$ cat src/rtl/operand_fetch_stage_if.sv
// Bundle between ID-side producers and the operand fetch stage.
// slave: the stage itself; master: upstream/driver side.
interface operand_fetch_stage_if #(
   parameter int DW    = 32,
   parameter int AW    = 5,
   parameter int CNT_W = 16
);
   logic          id_valid;
   logic [AW-1:0] id_ra;
   logic [AW-1:0] id_rb;
   logic [AW-1:0] id_rd;
   logic          id_rd_en;
   logic          id_is_load;
   logic [AW-1:0] rf_ra;
   logic [AW-1:0] rf_rb;
   logic [DW-1:0] rf_pa;
   logic [DW-1:0] rf_pb;
   logic [DW-1:0] ex_result;
   logic [AW-1:0] mem_rd;
   logic          mem_rd_en;
   logic [DW-1:0] mem_result;
   logic [AW-1:0] wb_rd;
   logic          wb_rd_en;
   logic [DW-1:0] wb_result;
   logic          flush;
   logic          hold;
   logic          stall;
   logic          ex_valid;
   logic [DW-1:0] ex_opa;
   logic [DW-1:0] ex_opb;
   logic [AW-1:0] ex_rd;
   logic          ex_rd_en;
   logic          ex_is_load;
   logic [CNT_W-1:0] stall_cnt;

   modport slave (
      input  id_valid, id_ra, id_rb, id_rd, id_rd_en, id_is_load,
      input  rf_pa, rf_pb, ex_result,
      input  mem_rd, mem_rd_en, mem_result,
      input  wb_rd, wb_rd_en, wb_result,
      input  flush, hold,
      output rf_ra, rf_rb, stall,
      output ex_valid, ex_opa, ex_opb, ex_rd, ex_rd_en, ex_is_load,
      output stall_cnt
   );

   modport master (
      output id_valid, id_ra, id_rb, id_rd, id_rd_en, id_is_load,
      output rf_pa, rf_pb, ex_result,
      output mem_rd, mem_rd_en, mem_result,
      output wb_rd, wb_rd_en, wb_result,
      output flush, hold,
      input  rf_ra, rf_rb, stall,
      input  ex_valid, ex_opa, ex_opb, ex_rd, ex_rd_en, ex_is_load,
      input  stall_cnt
   );
endinterface

$ cat src/rtl/operand_fetch_stage.sv
// Operand fetch: RF read select, EX/MEM/WB forwarding, GR0 = 0,
// load-use bubble, ID/EX register with hold/flush, bubble counter.
module operand_fetch_stage #(
   parameter int DW    = 32,
   parameter int AW    = 5,
   parameter int CNT_W = 16
) (
   input logic clk,
   input logic rst_n,
   operand_fetch_stage_if.slave bus
);
   logic             ex_valid;
   logic [DW-1:0]    ex_opa;
   logic [DW-1:0]    ex_opb;
   logic [AW-1:0]    ex_rd;
   logic             ex_rd_en;
   logic             ex_is_load;
   logic [CNT_W-1:0] stall_cnt;
   logic [DW-1:0]    opa;
   logic [DW-1:0]    opb;
   logic             fwd_ex;
   logic             lu;

   assign bus.rf_ra = bus.id_ra;
   assign bus.rf_rb = bus.id_rb;

   // A load in EX has no data yet; it is covered by the bubble.
   assign fwd_ex = ex_valid & ex_rd_en & ~ex_is_load;

   always_comb begin
      if (bus.id_ra == '0)
         opa = '0;
      else if (fwd_ex && ex_rd == bus.id_ra)
         opa = bus.ex_result;
      else if (bus.mem_rd_en && bus.mem_rd == bus.id_ra)
         opa = bus.mem_result;
      else if (bus.wb_rd_en && bus.wb_rd == bus.id_ra)
         opa = bus.wb_result;
      else
         opa = bus.rf_pa;
   end

   always_comb begin
      if (bus.id_rb == '0)
         opb = '0;
      else if (fwd_ex && ex_rd == bus.id_rb)
         opb = bus.ex_result;
      else if (bus.mem_rd_en && bus.mem_rd == bus.id_rb)
         opb = bus.mem_result;
      else if (bus.wb_rd_en && bus.wb_rd == bus.id_rb)
         opb = bus.wb_result;
      else
         opb = bus.rf_pb;
   end

   assign lu = bus.id_valid & ex_valid & ex_is_load
             & (ex_rd != '0)
             & ((ex_rd == bus.id_ra) | (ex_rd == bus.id_rb));

   assign bus.stall = bus.hold | (lu & ~bus.flush);

   always_ff @(posedge clk or negedge rst_n) begin
      if (!rst_n) begin
         ex_valid   <= 1'b0;
         ex_opa     <= '0;
         ex_opb     <= '0;
         ex_rd      <= '0;
         ex_rd_en   <= 1'b0;
         ex_is_load <= 1'b0;
         stall_cnt  <= '0;
      end else if (bus.hold) begin
         // freeze; a pending flush must be re-presented
      end else if (bus.flush) begin
         ex_valid   <= 1'b0;
         ex_rd_en   <= 1'b0;
         ex_is_load <= 1'b0;
      end else if (lu) begin
         ex_valid   <= 1'b0;
         ex_rd_en   <= 1'b0;
         ex_is_load <= 1'b0;
         if (stall_cnt != '1)
            stall_cnt <= stall_cnt + CNT_W'(1);
      end else begin
         ex_valid   <= bus.id_valid;
         ex_opa     <= opa;
         ex_opb     <= opb;
         ex_rd      <= bus.id_rd;
         ex_rd_en   <= bus.id_rd_en & bus.id_valid;
         ex_is_load <= bus.id_is_load & bus.id_valid;
      end
   end

   assign bus.ex_valid   = ex_valid;
   assign bus.ex_opa     = ex_opa;
   assign bus.ex_opb     = ex_opb;
   assign bus.ex_rd      = ex_rd;
   assign bus.ex_rd_en   = ex_rd_en;
   assign bus.ex_is_load = ex_is_load;
   assign bus.stall_cnt  = stall_cnt;
endmodule

$ cat src/flat_wrapper.sv
// flat-port wrapper written by rule: the top's interface ports become plain ports
module operand_fetch_stage_flat 
#(
   parameter int DW    = 32,
   parameter int AW    = 5,
   parameter int CNT_W = 16
)
  (clk, rst_n, bus_id_valid, bus_id_ra, bus_id_rb, bus_id_rd, bus_id_rd_en, bus_id_is_load, bus_rf_pa, bus_rf_pb, bus_ex_result, bus_mem_rd, bus_mem_rd_en, bus_mem_result, bus_wb_rd, bus_wb_rd_en, bus_wb_result, bus_flush, bus_hold, bus_rf_ra, bus_rf_rb, bus_stall, bus_ex_valid, bus_ex_opa, bus_ex_opb, bus_ex_rd, bus_ex_rd_en, bus_ex_is_load, bus_stall_cnt);
  operand_fetch_stage_if #(.DW(DW), .AW(AW), .CNT_W(CNT_W)) bus_i ();
  input logic clk;
  input logic rst_n;
  input wire logic [$bits(bus_i.id_valid)-1:0] bus_id_valid;
  input wire logic [$bits(bus_i.id_ra)-1:0] bus_id_ra;
  input wire logic [$bits(bus_i.id_rb)-1:0] bus_id_rb;
  input wire logic [$bits(bus_i.id_rd)-1:0] bus_id_rd;
  input wire logic [$bits(bus_i.id_rd_en)-1:0] bus_id_rd_en;
  input wire logic [$bits(bus_i.id_is_load)-1:0] bus_id_is_load;
  input wire logic [$bits(bus_i.rf_pa)-1:0] bus_rf_pa;
  input wire logic [$bits(bus_i.rf_pb)-1:0] bus_rf_pb;
  input wire logic [$bits(bus_i.ex_result)-1:0] bus_ex_result;
  input wire logic [$bits(bus_i.mem_rd)-1:0] bus_mem_rd;
  input wire logic [$bits(bus_i.mem_rd_en)-1:0] bus_mem_rd_en;
  input wire logic [$bits(bus_i.mem_result)-1:0] bus_mem_result;
  input wire logic [$bits(bus_i.wb_rd)-1:0] bus_wb_rd;
  input wire logic [$bits(bus_i.wb_rd_en)-1:0] bus_wb_rd_en;
  input wire logic [$bits(bus_i.wb_result)-1:0] bus_wb_result;
  input wire logic [$bits(bus_i.flush)-1:0] bus_flush;
  input wire logic [$bits(bus_i.hold)-1:0] bus_hold;
  output wire logic [$bits(bus_i.rf_ra)-1:0] bus_rf_ra;
  output wire logic [$bits(bus_i.rf_rb)-1:0] bus_rf_rb;
  output wire logic [$bits(bus_i.stall)-1:0] bus_stall;
  output wire logic [$bits(bus_i.ex_valid)-1:0] bus_ex_valid;
  output wire logic [$bits(bus_i.ex_opa)-1:0] bus_ex_opa;
  output wire logic [$bits(bus_i.ex_opb)-1:0] bus_ex_opb;
  output wire logic [$bits(bus_i.ex_rd)-1:0] bus_ex_rd;
  output wire logic [$bits(bus_i.ex_rd_en)-1:0] bus_ex_rd_en;
  output wire logic [$bits(bus_i.ex_is_load)-1:0] bus_ex_is_load;
  output wire logic [$bits(bus_i.stall_cnt)-1:0] bus_stall_cnt;
  assign bus_i.id_valid = bus_id_valid;
  assign bus_i.id_ra = bus_id_ra;
  assign bus_i.id_rb = bus_id_rb;
  assign bus_i.id_rd = bus_id_rd;
  assign bus_i.id_rd_en = bus_id_rd_en;
  assign bus_i.id_is_load = bus_id_is_load;
  assign bus_i.rf_pa = bus_rf_pa;
  assign bus_i.rf_pb = bus_rf_pb;
  assign bus_i.ex_result = bus_ex_result;
  assign bus_i.mem_rd = bus_mem_rd;
  assign bus_i.mem_rd_en = bus_mem_rd_en;
  assign bus_i.mem_result = bus_mem_result;
  assign bus_i.wb_rd = bus_wb_rd;
  assign bus_i.wb_rd_en = bus_wb_rd_en;
  assign bus_i.wb_result = bus_wb_result;
  assign bus_i.flush = bus_flush;
  assign bus_i.hold = bus_hold;
  assign bus_rf_ra = bus_i.rf_ra;
  assign bus_rf_rb = bus_i.rf_rb;
  assign bus_stall = bus_i.stall;
  assign bus_ex_valid = bus_i.ex_valid;
  assign bus_ex_opa = bus_i.ex_opa;
  assign bus_ex_opb = bus_i.ex_opb;
  assign bus_ex_rd = bus_i.ex_rd;
  assign bus_ex_rd_en = bus_i.ex_rd_en;
  assign bus_ex_is_load = bus_i.ex_is_load;
  assign bus_stall_cnt = bus_i.stall_cnt;
  operand_fetch_stage #(.DW(DW), .AW(AW), .CNT_W(CNT_W)) u_core (.clk(clk), .rst_n(rst_n), .bus(bus_i));
endmodule
$ cat config.mk
export PLATFORM = sky130hd
export DESIGN_NAME = operand_fetch_stage_flat
export DESIGN_NICKNAME = d
export VERILOG_FILES = /design/src/rtl/operand_fetch_stage_if.sv /design/src/rtl/operand_fetch_stage.sv /design/src/flat_wrapper.sv
export SDC_FILE = /design/constraint.sdc
export NUM_CORES = 1
export LEC_CHECK = 0
export ABC_AREA = 0
export CORE_UTILIZATION = 41
export CTS_CLUSTER_SIZE = 16
export DETAILED_ROUTE_END_ITERATION = 12
export PLACE_DENSITY = 0.9
export SETUP_SLACK_MARGIN = 0.3
export SLEW_MARGIN = 5
export SYNTH_ARGS = -nofsm -noshare
export SYNTH_HDL_FRONTEND = slang
export SYNTH_SLANG_ARGS = --single-unit
$ cat constraint.sdc
create_clock -name clk -period 2.8 [get_ports clk]
set_clock_uncertainty 0.15 [all_clocks]
set_input_delay 0.42 -clock clk [delete_from_list [all_inputs] [get_ports clk]]
set_output_delay 0.42 -clock clk [all_outputs]
set_load 0.005 [all_outputs]
==> summary.txt, run 1 <==
Synthesis
  – Area of the mapped netlist: 5674 um^2
  – Synth Flop Type: dfrtp_1
  – Gate Count Post-Synth: 633
  – Post-Syn Area per Cell: 8.964 um^2
  – EDFF count, synth: 0
  – Asr flop ratio synth: 100.0%
  – Yosys top cell by area: dfrtp_1
  – Post-synth top area share: 38.81%
  – FF+latch count, synth: 88
  – Syn nets: 828
  – Post-synthesis cell type count: 39
  – Yosys warnings: 0
  – Top post-synthesis cells by area: dfrtp_1 (39%), xor2_1 (5.7%), a221o_1 (5.6%)
  – Register area share after synthesis: 38.81%

Global route
  – Largest net degree at the start of global routing: 41
  – Vias in the first global route: 6528
  – Global-route wire length before repair: 34820 um
  – Gr ovfl total: 0
  – Total GRT Usage: 31.74%
  – Initial antenna violation count: 0

Flow run
  – Max-cap viol count: 0

Setup path
  – FF-to-FF End: u_core.bus.ex_opa[17]
  – WS Path Type: reg -> reg
  – R2r setup slk: 0.29 ns
  – Critical Path AT: 2.65 ns
  – Peak fanout along the critical path: 11
  – Crit start category: flop
  – R2r startpoint: u_core.bus.ex_rd[2]
  – Required @ worst endpoint: 2.93 ns
  – Element type at the critical path end: flop
  – Reg2Reg Depth: 8

Finish
  – N_diodes: 0
  – Fillers: 945
  – Commonest non-fill, non-tap cell in the layout: clkdlybuf4s50_1
  – Commonest non-fill, non-tap cells in the layout: clkdlybuf4s50_1 (280), dfrtp_1 (86), nand2_1 (71)
  – Design area: 9933 um^2
  – Core Util, Final: 74.42%
  – Layout cells sized above 1: 14.93%
  – Final net count: 1148
  – Area Growth Syn to Fin: 75.06%
  – Non-Filler Instances: 1134

Timing
  – FMAX: 397.8 MHz
  – Tcrit/Tclk final: 89.78%
  – Fin. Hold Viols: 0
  – Slew HR: 61.46%
  – Actual slew at the worst max-slew pin: 0.5760 ns
  – Unrepaired setup endpoints after global routing: true
  – PnR worst setup slack: 0.2860 ns
  – Final slew viol count: 0
  – Final Critical Period: 2.514 ns
  – Final setup fails: 0

Drt
  – Pre-antenna DRT Iters: 4
  – Final wirelength: 23120 um
  – Vias post-DR: 6558
  – Post-route ant nets: 0
  – Remaining DRCs: 0
  – Routed WL per cell: 20.39 um
  – Starting DRT DRC Count: 478
  – Vias per cell: 5.783

Power and ir drop
  – Overall power: 4073 uW
  – Static Leak: 0.003858 uW
  – VDD IR max: 0.0002955 V
  – Power Density: 410.0 nW/um^2

Worst hold path
  – HP Class: reg -> reg
  – Worst hold path cell count: 2
  – Worst Hold End: u_core.bus.ex_opb[27]
  – Hold wc startpoint: u_core.bus.ex_opb[27]

Die
  – Die area: 14310 um^2
  – Die Wd: 119.6 um
  – IO Count: 293
  – Core ar.: 13350 um^2
  – Chip height: 119.6 um
  – Std cell rows: 42
  – Initial Util: 42.51%

Status
  – Status: finished clean

CTS
  – CTS root buffer: clkbuf_16
  – Worst skew pair latency: 0.34 ns
  – Num CTS Buffers: 9
  – Clk sinks: 88
  – Clock slew at reported path FFs: 0.07 ns
  – CTS H-Tree Depth: 3
  – CTS Buffer Depth: 2
  – CTS tree: done

Place
  – # port buffers: 292
  – Placer Congestion: 0.8958
  – Detailed Place HPWL: 16400 um
  – Pre-CTS setup slack: -0.2377 ns
  – Area after DPL: 9241 um^2
  – Placed Cells: 1103
## worst max-delay path by stage
stage	startpoint	end	slack, ns	cells after the start
2_1_floorplan	u_core.bus.ex_rd[1]	u_core.bus.ex_opa[12]	0.51	8
3_3_place_gp	bus_id_rb[2]	bus_stall	-0.18	7
3_5_place_dp	bus_id_ra[2]	u_core.bus.ex_opa[29]	-0.24	10
4_1_cts	u_core.bus.ex_rd[2]	u_core.bus.ex_opb[10]	0.31	9
5_1_grt	u_core.bus.ex_rd[2]	u_core.bus.ex_opb[7]	0.23	7
6_report	u_core.bus.ex_rd[2]	u_core.bus.ex_opa[17]	0.29	8
## metal layers
metal / global-route usage [%] / up-vias / part of all wire, %
li1: - / 2982 / -
met1: 37.97 / 3107 / 38
met2: 54.62 / 399 / 49
met3: 5.941 / 70 / 8.5
met4: 15.47 / 0 / 4.2
met5: 0 / - / 0
## cells by family (layout without fill, tap and decap cells)
group / after synthesis / in the layout / share of synthesized area (%)
buf+inv: 65 / 390 / 5.314
simple gates: 227 / 227 / 18.43
compound gates: 169 / 169 / 23.44
fa+ha+maj: 1 / 1 / 0.2205
xor+xnor: 45 / 45 / 6.946
mux: 38 / 38 / 6.836
flops: 88 / 88 / 38.81
## power breakdown
group	leakage, uW	internal, uW	switching, uW
registers	0.00111	1420	107
logic	0.00259	778	467
clock network	0.000150	783	522
## synth_stat cells (2+ instances only)
library cell	n
nor2_1	76
and3_1	6
nand4_1	5
nor2b_1	33
buf_1	4
clkbuf_1	34
nor3_1	7
nor3_2	2
a211oi_1	32
buf_4	10
xor2_1	37
o31ai_1	32
or4_1	3
mux2_2	6
o21ai_0	32
a32oi_1	32
xnor2_1	8
nand2b_1	2
nand2_1	72
a32o_1	2
nand3_1	7
buf_2	16
a221o_1	32
nor4_1	10
dfrtp_1	88
mux2i_1	32
## sequential cells by signal (all words and copies together) (netlist names)
register,cells
u_core.bus.ex_is_load,1
u_core.bus.ex_opa,32
u_core.bus.ex_opb,32
u_core.bus.ex_rd,5
u_core.bus.ex_rd_en,1
u_core.bus.ex_valid,1
u_core.bus.stall_cnt,16
## timing repair
action                                  in CTS  in global routing
buffers inserted                            10                  0
hold endpoints to repair                    24                  0
pin swaps                                    9                  7
hold buffers                                 1                  0
gates cloned                                 1                  3
endpoints found under the setup margin      63                 67
resized for setup                           24                 41
## through the flow
step	TNS [ns]	hold slack, ns
2_1_floorplan	0	-0.02559
3_3_place_gp	-2.054	0.2159
3_5_place_dp	-5.616	0.2179
4_1_cts	0	0.3464
5_1_grt	0	0.3560
6_report	0	0.3421
## area by class of cell
cell class	instances	area (um^2)	share of cell area, %
timing repair buffer	373	3841	38.67
clock buffer	11	232.7	2.343
clock inverter	5	81.33	0.8187
tap	176	220.2	2.217
multi-input combinational	480	3349	33.72
inverter	1	3.754	0.03779
sequential	88	2205	22.19
## worst max-delay path, cell delays in order (launching register included)
cell and delay (ns):
dfrtp_2 0.45, or4_4 0.56, o2111ai_4 0.21, buf_6 0.14, nand2_2 0.07, or3_4 0.43, clkbuf_16 0.21, nor2_1 0.11
a221o_1 0.12
No activity file was read; power rests on OpenSTA's default activity.
==> inputs of run 2 (changes only) <==
--- a/config.mk
+++ b/config.mk
@@ -5,11 +5,11 @@
 export SDC_FILE = /design/constraint.sdc
 export NUM_CORES = 1
 export LEC_CHECK = 0
-export ABC_AREA = 0
-export CORE_UTILIZATION = 41
+export ABC_AREA = 1
+export CORE_UTILIZATION = 44
 export CTS_CLUSTER_SIZE = 16
 export DETAILED_ROUTE_END_ITERATION = 12
-export PLACE_DENSITY = 0.9
+export PLACE_DENSITY = 0.89
 export SETUP_SLACK_MARGIN = 0.3
 export SLEW_MARGIN = 5
 export SYNTH_ARGS = -nofsm -noshare
==> summary.txt, run 2 <==
Status
  – Status: finished clean

Setup path
  – Worst setup path start: bus_id_ra[4]
  – R2r startpoint: u_core.bus.stall_cnt[1]
  – WS Path Type: in -> out
  – Critical Path AT: 1.80 ns (-0.85 ns)
  – Required @ worst endpoint: 2.23 ns (-0.70 ns)
  – Element type at the critical path end: output pin
  – Crit start category: input pin
  – Peak fanout along the critical path: 3 (-8)

Synthesis
  – Commonest cells in the netlist: nand2_1 (400), nor2_1 (285), inv_1 (158)
  – Post-synthesis cell type count: 28 (-28%)
  – Syn nets: 1425 (+72%)
  – Synth Flop Type: dfrtp_1
  – Post-synth top area share: 31.29% (-7.5 points)
  – Register area share after synthesis: 31.29% (-7.5 points)
  – Post-Syn Area per Cell: 5.721 um^2 (-36%)
  – Asr flop ratio synth: 100.0% (unchanged)
  – Count leader, synth: nand2_1
  – Top post-synthesis cells by area: dfrtp_1 (31%), nand2_1 (21%), nor2_1 (15%)
  – EDFF count, synth: 0 (unchanged)
  – FF+latch count, synth: 88 (unchanged)
  – Yosys top cell by area: dfrtp_1
  – Gate Count Post-Synth: 1230 (+94%)
  – Area of the mapped netlist: 7037 um^2 (+24%)
  – Yosys warnings: 0 (unchanged)

Global route
  – Global-route wire length before repair: 42390 um (+22%)
  – Gr ovfl total: 0 (unchanged)
  – Largest net degree at the start of global routing: 65 (+59%)
  – Initial antenna violation count: 0 (unchanged)
  – Vias in the first global route: 8346 (+28%)
  – Total GRT Usage: 33.51% (+1.8 points)

Timing
  – Final Critical Period: 2.365 ns (-0.1485 ns)
  – Actual slew at the worst max-slew pin: 0.5258 ns (-0.05020 ns)
  – Final slew viol count: 0 (unchanged)
  – Hold WS: 0.3304 ns (-0.01164 ns)
  – Final setup fails: 0 (unchanged)
  – Slew HR: 64.95% (+3.5 points)
  – Tcrit/Tclk final: 84.48% (-5.3 points)
  – Fin. Hold Viols: 0 (unchanged)
  – Unrepaired setup endpoints after global routing: false
  – Total Neg Setup Slack: 0 ns (unchanged)
  – FMAX: 422.8 MHz (+6.3%)

Drt
  – Routed WL per cell: 15.90 um (-22%)
  – Post-route ant nets: 0 (unchanged)
  – Vias post-DR: 8813 (+34%)
  – Pre-antenna DRT Iters: 7 (+3)
  – Final wirelength: 27400 um (+19%)
  – Remaining DRCs: 0 (unchanged)
  – Vias per cell: 5.112 (-12%)
  – Starting DRT DRC Count: 758 (+59%)

CTS
  – CTS Buffer Depth: 2 (unchanged)
  – Clock slew at reported path FFs: 0.07 ns (about the same)
  – Worst skew pair latency: 0.35 ns (about the same)
  – CTS root buffer: clkbuf_16
  – CTS tree: done
  – Num CTS Buffers: 9 (unchanged)
  – Clk sinks: 88 (unchanged)
  – CTS H-Tree Depth: 3 (unchanged)

Place
  – Detailed Place HPWL: 19790 um (+21%)
  – Area after DPL: 10390 um^2 (+12%)
  – Placed Cells: 1707 (+55%)
  – Placer Congestion: 0.9365 (+4.5%)
  – # port buffers: 292 (unchanged)

Power and ir drop
  – Static Leak: 0.005798 uW (+50%)
  – VDD IR max: 0.0003095 V (+4.7%)
  – Power Density: 379.4 nW/um^2 (-7.5%)
  – Overall power: 4063 uW (-0.25%)

Finish
  – Area Growth Syn to Fin: 52.17%
  – Fillers: 1314 (+39%)
  – Commonest non-fill, non-tap cell in the layout: nand2_1
  – Design area: 10710 um^2 (+7.8%)
  – Final net count: 1703 (+48%)
  – Non-Filler Instances: 1724 (+52%)
  – Commonest non-fill, non-tap cells in the layout: nand2_1 (399), clkdlybuf4s50_1 (284), nor2_1 (281)
  – Layout cells sized above 1: 5.948% (-9.0 points)
  – Top Registers: u_core.bus.ex_opa x32, u_core.bus.ex_opb x32, u_core.bus.stall_cnt x16
  – N_diodes: 0 (unchanged)

Die
  – Initial Util: 45.61% (+3.1 points)
  – Core ar.: 15430 um^2 (+16%)
  – Chip height: 128.5 um (+7.4%)
  – Std cell rows: 45 (+7.1%)
  – Die area: 16500 um^2 (+15%)
  – IO Count: 293 (unchanged)
  – Die Wd: 128.5 um (+7.4%)

Flow run
  – Max-cap viol count: 0 (unchanged)

Worst hold path
  – Hold wc startpoint: u_core.bus.ex_opb[13]
  – HP Class: reg -> reg
==> run 2: changes by cell type after synthesis, sizes merged, moves of 25 or more <==
cell / before / now
a32oi: 32 / 0
inv: 1 / 162
nor2b: 33 / 0
nand3: 7 / 146
a221o: 32 / 0
o31ai: 32 / 0
nor2: 76 / 288
nand2: 72 / 412
xor2: 37 / 12
a211oi: 32 / 0
mux2i: 32 / 0
==> run 2: metrics by stage <==
stage / utilization [%] / setup slack (ns)
2_1_floorplan: - / 1.018
3_3_place_gp: 67.35 / 0.04450
3_5_place_dp: 67.35 / -0.008731
4_1_cts: 69.36 / 0.4165
5_1_grt: 69.41 / 0.3073
6_report: 69.41 / 0.4346
==> run 2: cells by family (layout without fill, tap and decap cells) <==
family | after synthesis | in the layout | share of synthesized area [%]
flip-flops | 88 | 88 | 31.29
buffers and inverters | 231 | 514 | 14.01
adder cells (fa/ha/maj) | 1 | 1 | 0.1778
AO/OA/AOI/OAI | 25 | 25 | 1.920
AND/OR/NAND/NOR | 863 | 863 | 49.86
XOR/XNOR | 22 | 22 | 2.738
==> run 2: per-layer routing <==
metal,track usage [%],share of wire (%)
met1,38.87,37
met2,56.98,48
met3,7.401,10
met4,19.58,4.4
met5,0,0
==> run 2: report_power, final <==
part	internal, uW	total, uW	switching, uW	leakage, uW
clock network	720	1280	558	0.000145
registers	1420	1520	106	0.00111
logic	699	1260	564	0.00454
total	2830	4060	1230	0.00580
==> run 2: repair_timing <==
| action | CTS | global route |
|---|---|---|
| endpoints found under the setup margin | 1 | 1 |
| hold buffers | 1 | 0 |
| hold endpoints to repair | 36 | 0 |
| resized for setup | 5 | 4 |
| gates cloned | 0 | 0 |
| setup buffers | 0 | 0 |
==> run 2: path summary, 6_finish.rpt <==
path	endpoint	slack [ns]	cells past startpoint
max	bus_stall	0.43	10
max in group asynchronous	u_core.bus.ex_opb[27]	1.40	3
min in group asynchronous	u_core.bus.ex_rd[2]	0.43	2
max reg2reg	u_core.bus.stall_cnt[10]	0.63	10
min reg2reg	u_core.bus.ex_opb[13]	0.33	2
min	u_core.bus.ex_opb[13]	0.33	2
==> run 2: worst max-delay path: stages <==
cell and delay, ns:
clkdlybuf4s50_1 0.53, inv_2 0.05, nand2_1 0.05, nand2_1 0.06, nor2_1 0.10, nand3_1 0.11, nand2_2 0.08, nand2_2 0.05
o21ai_0 0.13, clkdlybuf4s15_1 0.22
==> run 2: area by class of cell <==
cell class	count	area [um^2]	area share, %
flip-flops and latches	88	2203	20.58
clock inverters	6	67.56	0.6310
well taps	211	264.0	2.466
multi-input cells	911	3901	36.43
clock buffers	10	239.0	2.232
inverters	163	611.8	5.714
repair buffers	335	3421	31.95
==> inputs of run 3 (changes only) <==
--- a/config.mk
+++ b/config.mk
@@ -6,10 +6,10 @@
 export NUM_CORES = 1
 export LEC_CHECK = 0
 export ABC_AREA = 1
-export CORE_UTILIZATION = 44
+export CORE_UTILIZATION = 40
 export CTS_CLUSTER_SIZE = 16
 export DETAILED_ROUTE_END_ITERATION = 12
-export PLACE_DENSITY = 0.89
+export PLACE_DENSITY = 0.86
 export SETUP_SLACK_MARGIN = 0.3
 export SLEW_MARGIN = 5
 export SYNTH_ARGS = -nofsm -noshare
==> constraint.sdc (replaced) <==
create_clock -name clk -period 2.1 [get_ports clk]
set_clock_uncertainty 0.15 [all_clocks]
set_input_delay 0.315 -clock clk [delete_from_list [all_inputs] [get_ports clk]]
set_output_delay 0.315 -clock clk [all_outputs]
set_load 0.005 [all_outputs]
==> summary.txt, run 3 (synthesis results as in run 2) <==
Global route
  – GRT met1 Usage: 40.10% (+1.2 points)
  – Total GRT Usage: 32.09% (-1.4 points)
  – Global-route wire length before repair: 44930 um (+6.0%)
  – Gr ovfl total: 0 (unchanged)
  – Most Crowded Layer GR: met2
  – Met2 GRT Util: 54.75% (-2.2 points)
  – Met3 GRT Util: 5.218% (-2.2 points)
  – Vias in the first global route: 8611 (+3.2%)
  – Largest net degree at the start of global routing: 40 (-38%)
  – Initial antenna violation count: 1 (+1)

CTS
  – Num CTS Buffers: 9 (unchanged)
  – CTS Buffer Depth: 2 (unchanged)
  – CTS H-Tree Depth: 3 (unchanged)
  – Clock slew at reported path FFs: 0.07 ns (about the same)
  – Clk sinks: 88 (unchanged)
  – Worst skew pair latency: 0.35 ns (about the same)
  – CTS tree: done
  – CTS root buffer: clkbuf_16

Status
  – Status: finished clean

Setup path
  – Required @ worst endpoint: 1.63 ns (-0.60 ns)
  – Element type at the critical path end: output pin
  – R2r setup slk: 0.08 ns (-0.55 ns)
  – R2r startpoint: u_core.bus.ex_rd[0]
  – FF-to-FF End: u_core.bus.ex_opb[8]
  – Critical path, cell by cell: inv_1 > nand2_1 > nand2_1 > nor2_1 > nand3_2 > nand2_2 > nand2_2 > o21ai_1 > buf_2
  – Slowest stage delay, CP: 0.41 ns (-0.12 ns)
  – Critical Path AT: 1.62 ns (-0.18 ns)
  – Crit start category: flop
  – WS Path Type: reg -> out
  – CP max-delay cell: dfrtp_2
  – Peak fanout along the critical path: 5 (+2)
  – Reg2Reg Depth: 13 (+3)

Timing
  – Final Critical Period: 2.087 ns
  – FMAX: 479.2 MHz
  – Tcrit/Tclk final: 99.37%
  – Final setup fails: 0 (unchanged)
  – Final slew viol count: 0 (unchanged)
  – Actual slew at the worst max-slew pin: 0.4645 ns (-0.06122 ns)
  – Hold WS: 0.2671 ns (-0.06334 ns)
  – Unrepaired setup endpoints after global routing: true
  – Slew HR: 69.03% (+4.1 points)
  – Fin. Hold Viols: 0 (unchanged)
  – Total Neg Setup Slack: 0 ns (unchanged)

Place
  – # port buffers: 292 (unchanged)
  – Placer Congestion: 0.9240 (-1.3%)
  – Detailed Place HPWL: 20820 um (+5.2%)

Die
  – Die area: 18130 um^2 (+9.8%)
  – Die Wd: 134.6 um (+4.8%)
  – Initial Util: 40.82% (-4.8 points)
  – Core ar.: 17240 um^2 (+12%)
  – Std cell rows: 48 (+6.7%)
  – IO Count: 293 (unchanged)
  – Chip height: 134.6 um (+4.8%)

Finish
  – Commonest non-fill, non-tap cell in the layout: nand2_1
  – Layout cells sized above 1: 11.08% (+5.1 points)
  – Area Growth Syn to Fin: 61.77%
  – Top Registers: u_core.bus.ex_opa x32, u_core.bus.ex_opb x32, u_core.bus.stall_cnt x16
  – Commonest non-fill, non-tap cells in the layout: nand2_1 (397), nor2_1 (278), clkdlybuf4s50_1 (271)
  – Final net count: 1752 (+2.9%)

Worst hold path
  – HP Class: in -> async

Drt
  – Pre-antenna DRT Iters: 6 (-1)
  – Remaining DRCs: 0 (unchanged)
  – Routed WL per cell: 16.45 um (+3.5%)
  – Post-route ant nets: 0 (unchanged)
  – Starting DRT DRC Count: 923 (+22%)
  – Final wirelength: 29410 um (+7.3%)
  – Vias per cell: 5.095 (-0.34%)
  – Vias post-DR: 9109 (+3.4%)

Power and ir drop
  – Static Leak: 0.006210 uW (+7.1%)
  – Power Density: 486.2 nW/um^2 (+28%)
  – VDD IR max: 0.0003912 V (+26%)
  – Overall power: 5534 uW (+36%)

Flow run
  – Max-cap viol count: 0 (unchanged)
==> run 3: how the worst max path moves through the flow <==
stage                                    to  slack, ns  cells after the start                    start
floorplan           u_core.bus.stall_cnt[9]       0.32                     11  u_core.bus.stall_cnt[0]
global placement                  bus_stall      -0.45                     10             bus_id_ra[0]
detailed placement                bus_stall      -0.50                     10             bus_id_ra[0]
CTS                               bus_stall       0.05                      9      u_core.bus.ex_rd[0]
global route                      bus_stall      -0.06                      9      u_core.bus.ex_rd[1]
finish                            bus_stall       0.01                      9      u_core.bus.ex_rd[1]
==> run 3: per-stage QoR <==
stage          worst slack (ns)  utilization (%)  cells  area (um^2)
6_report                0.01331            66.04   1788        11380
5_1_grt                -0.05596            66.04   1788        11380
4_1_cts                 0.05002            64.85   1776        11180
3_5_place_dp            -0.4960            61.47   1746        10600
3_3_place_gp            -0.4509            61.47   1746        10600
2_1_floorplan            0.3180                -   1230         7037
==> run 3: layer usage <==
layer  routed length [um]  up-vias
met4                  913        0
li1                     -     4347
met2                14220      597
met5                    0        -
met3                 2927       78
met1                11340     4087
==> run 3: critical path: cells and delay by family, from the launching register on <==
family	cells	cell delay [ns]
flip-flops	1	0.41
buffers and inverters	2	0.23
AO/OA/AOI/OAI	1	0.15
AND/OR/NAND/NOR	6	0.49
==> run 3: what timing repair did <==
item | CTS | global route
pin swaps | 8 | 8
gates resized for setup | 45 | 52
hold endpoints to repair | 23 | 0
setup buffers | 8 | 10
hold buffers | 1 | 0
gates cloned | 5 | 1
setup endpoints to repair | 108 | 110
==> run 3: power by group <==
| part | switching [uW] | internal (uW) | total, uW |
|---|---|---|---|
| logic | 791 | 1000 | 1790 |
| registers | 139 | 1890 | 2030 |
| clock network | 746 | 966 | 1710 |
| total | 1680 | 3860 | 5530 |
==> run 3: area by class of cell <==
cell class	instances	area (um^2)
sequential	88	2222
fill	1485	5853
clock buffer	11	242.7
inverter	163	616.8
antenna	1	2.502
timing repair buffer	384	3964
clock inverter	5	63.81
tap	225	281.5
multi-input combinational	911	3990
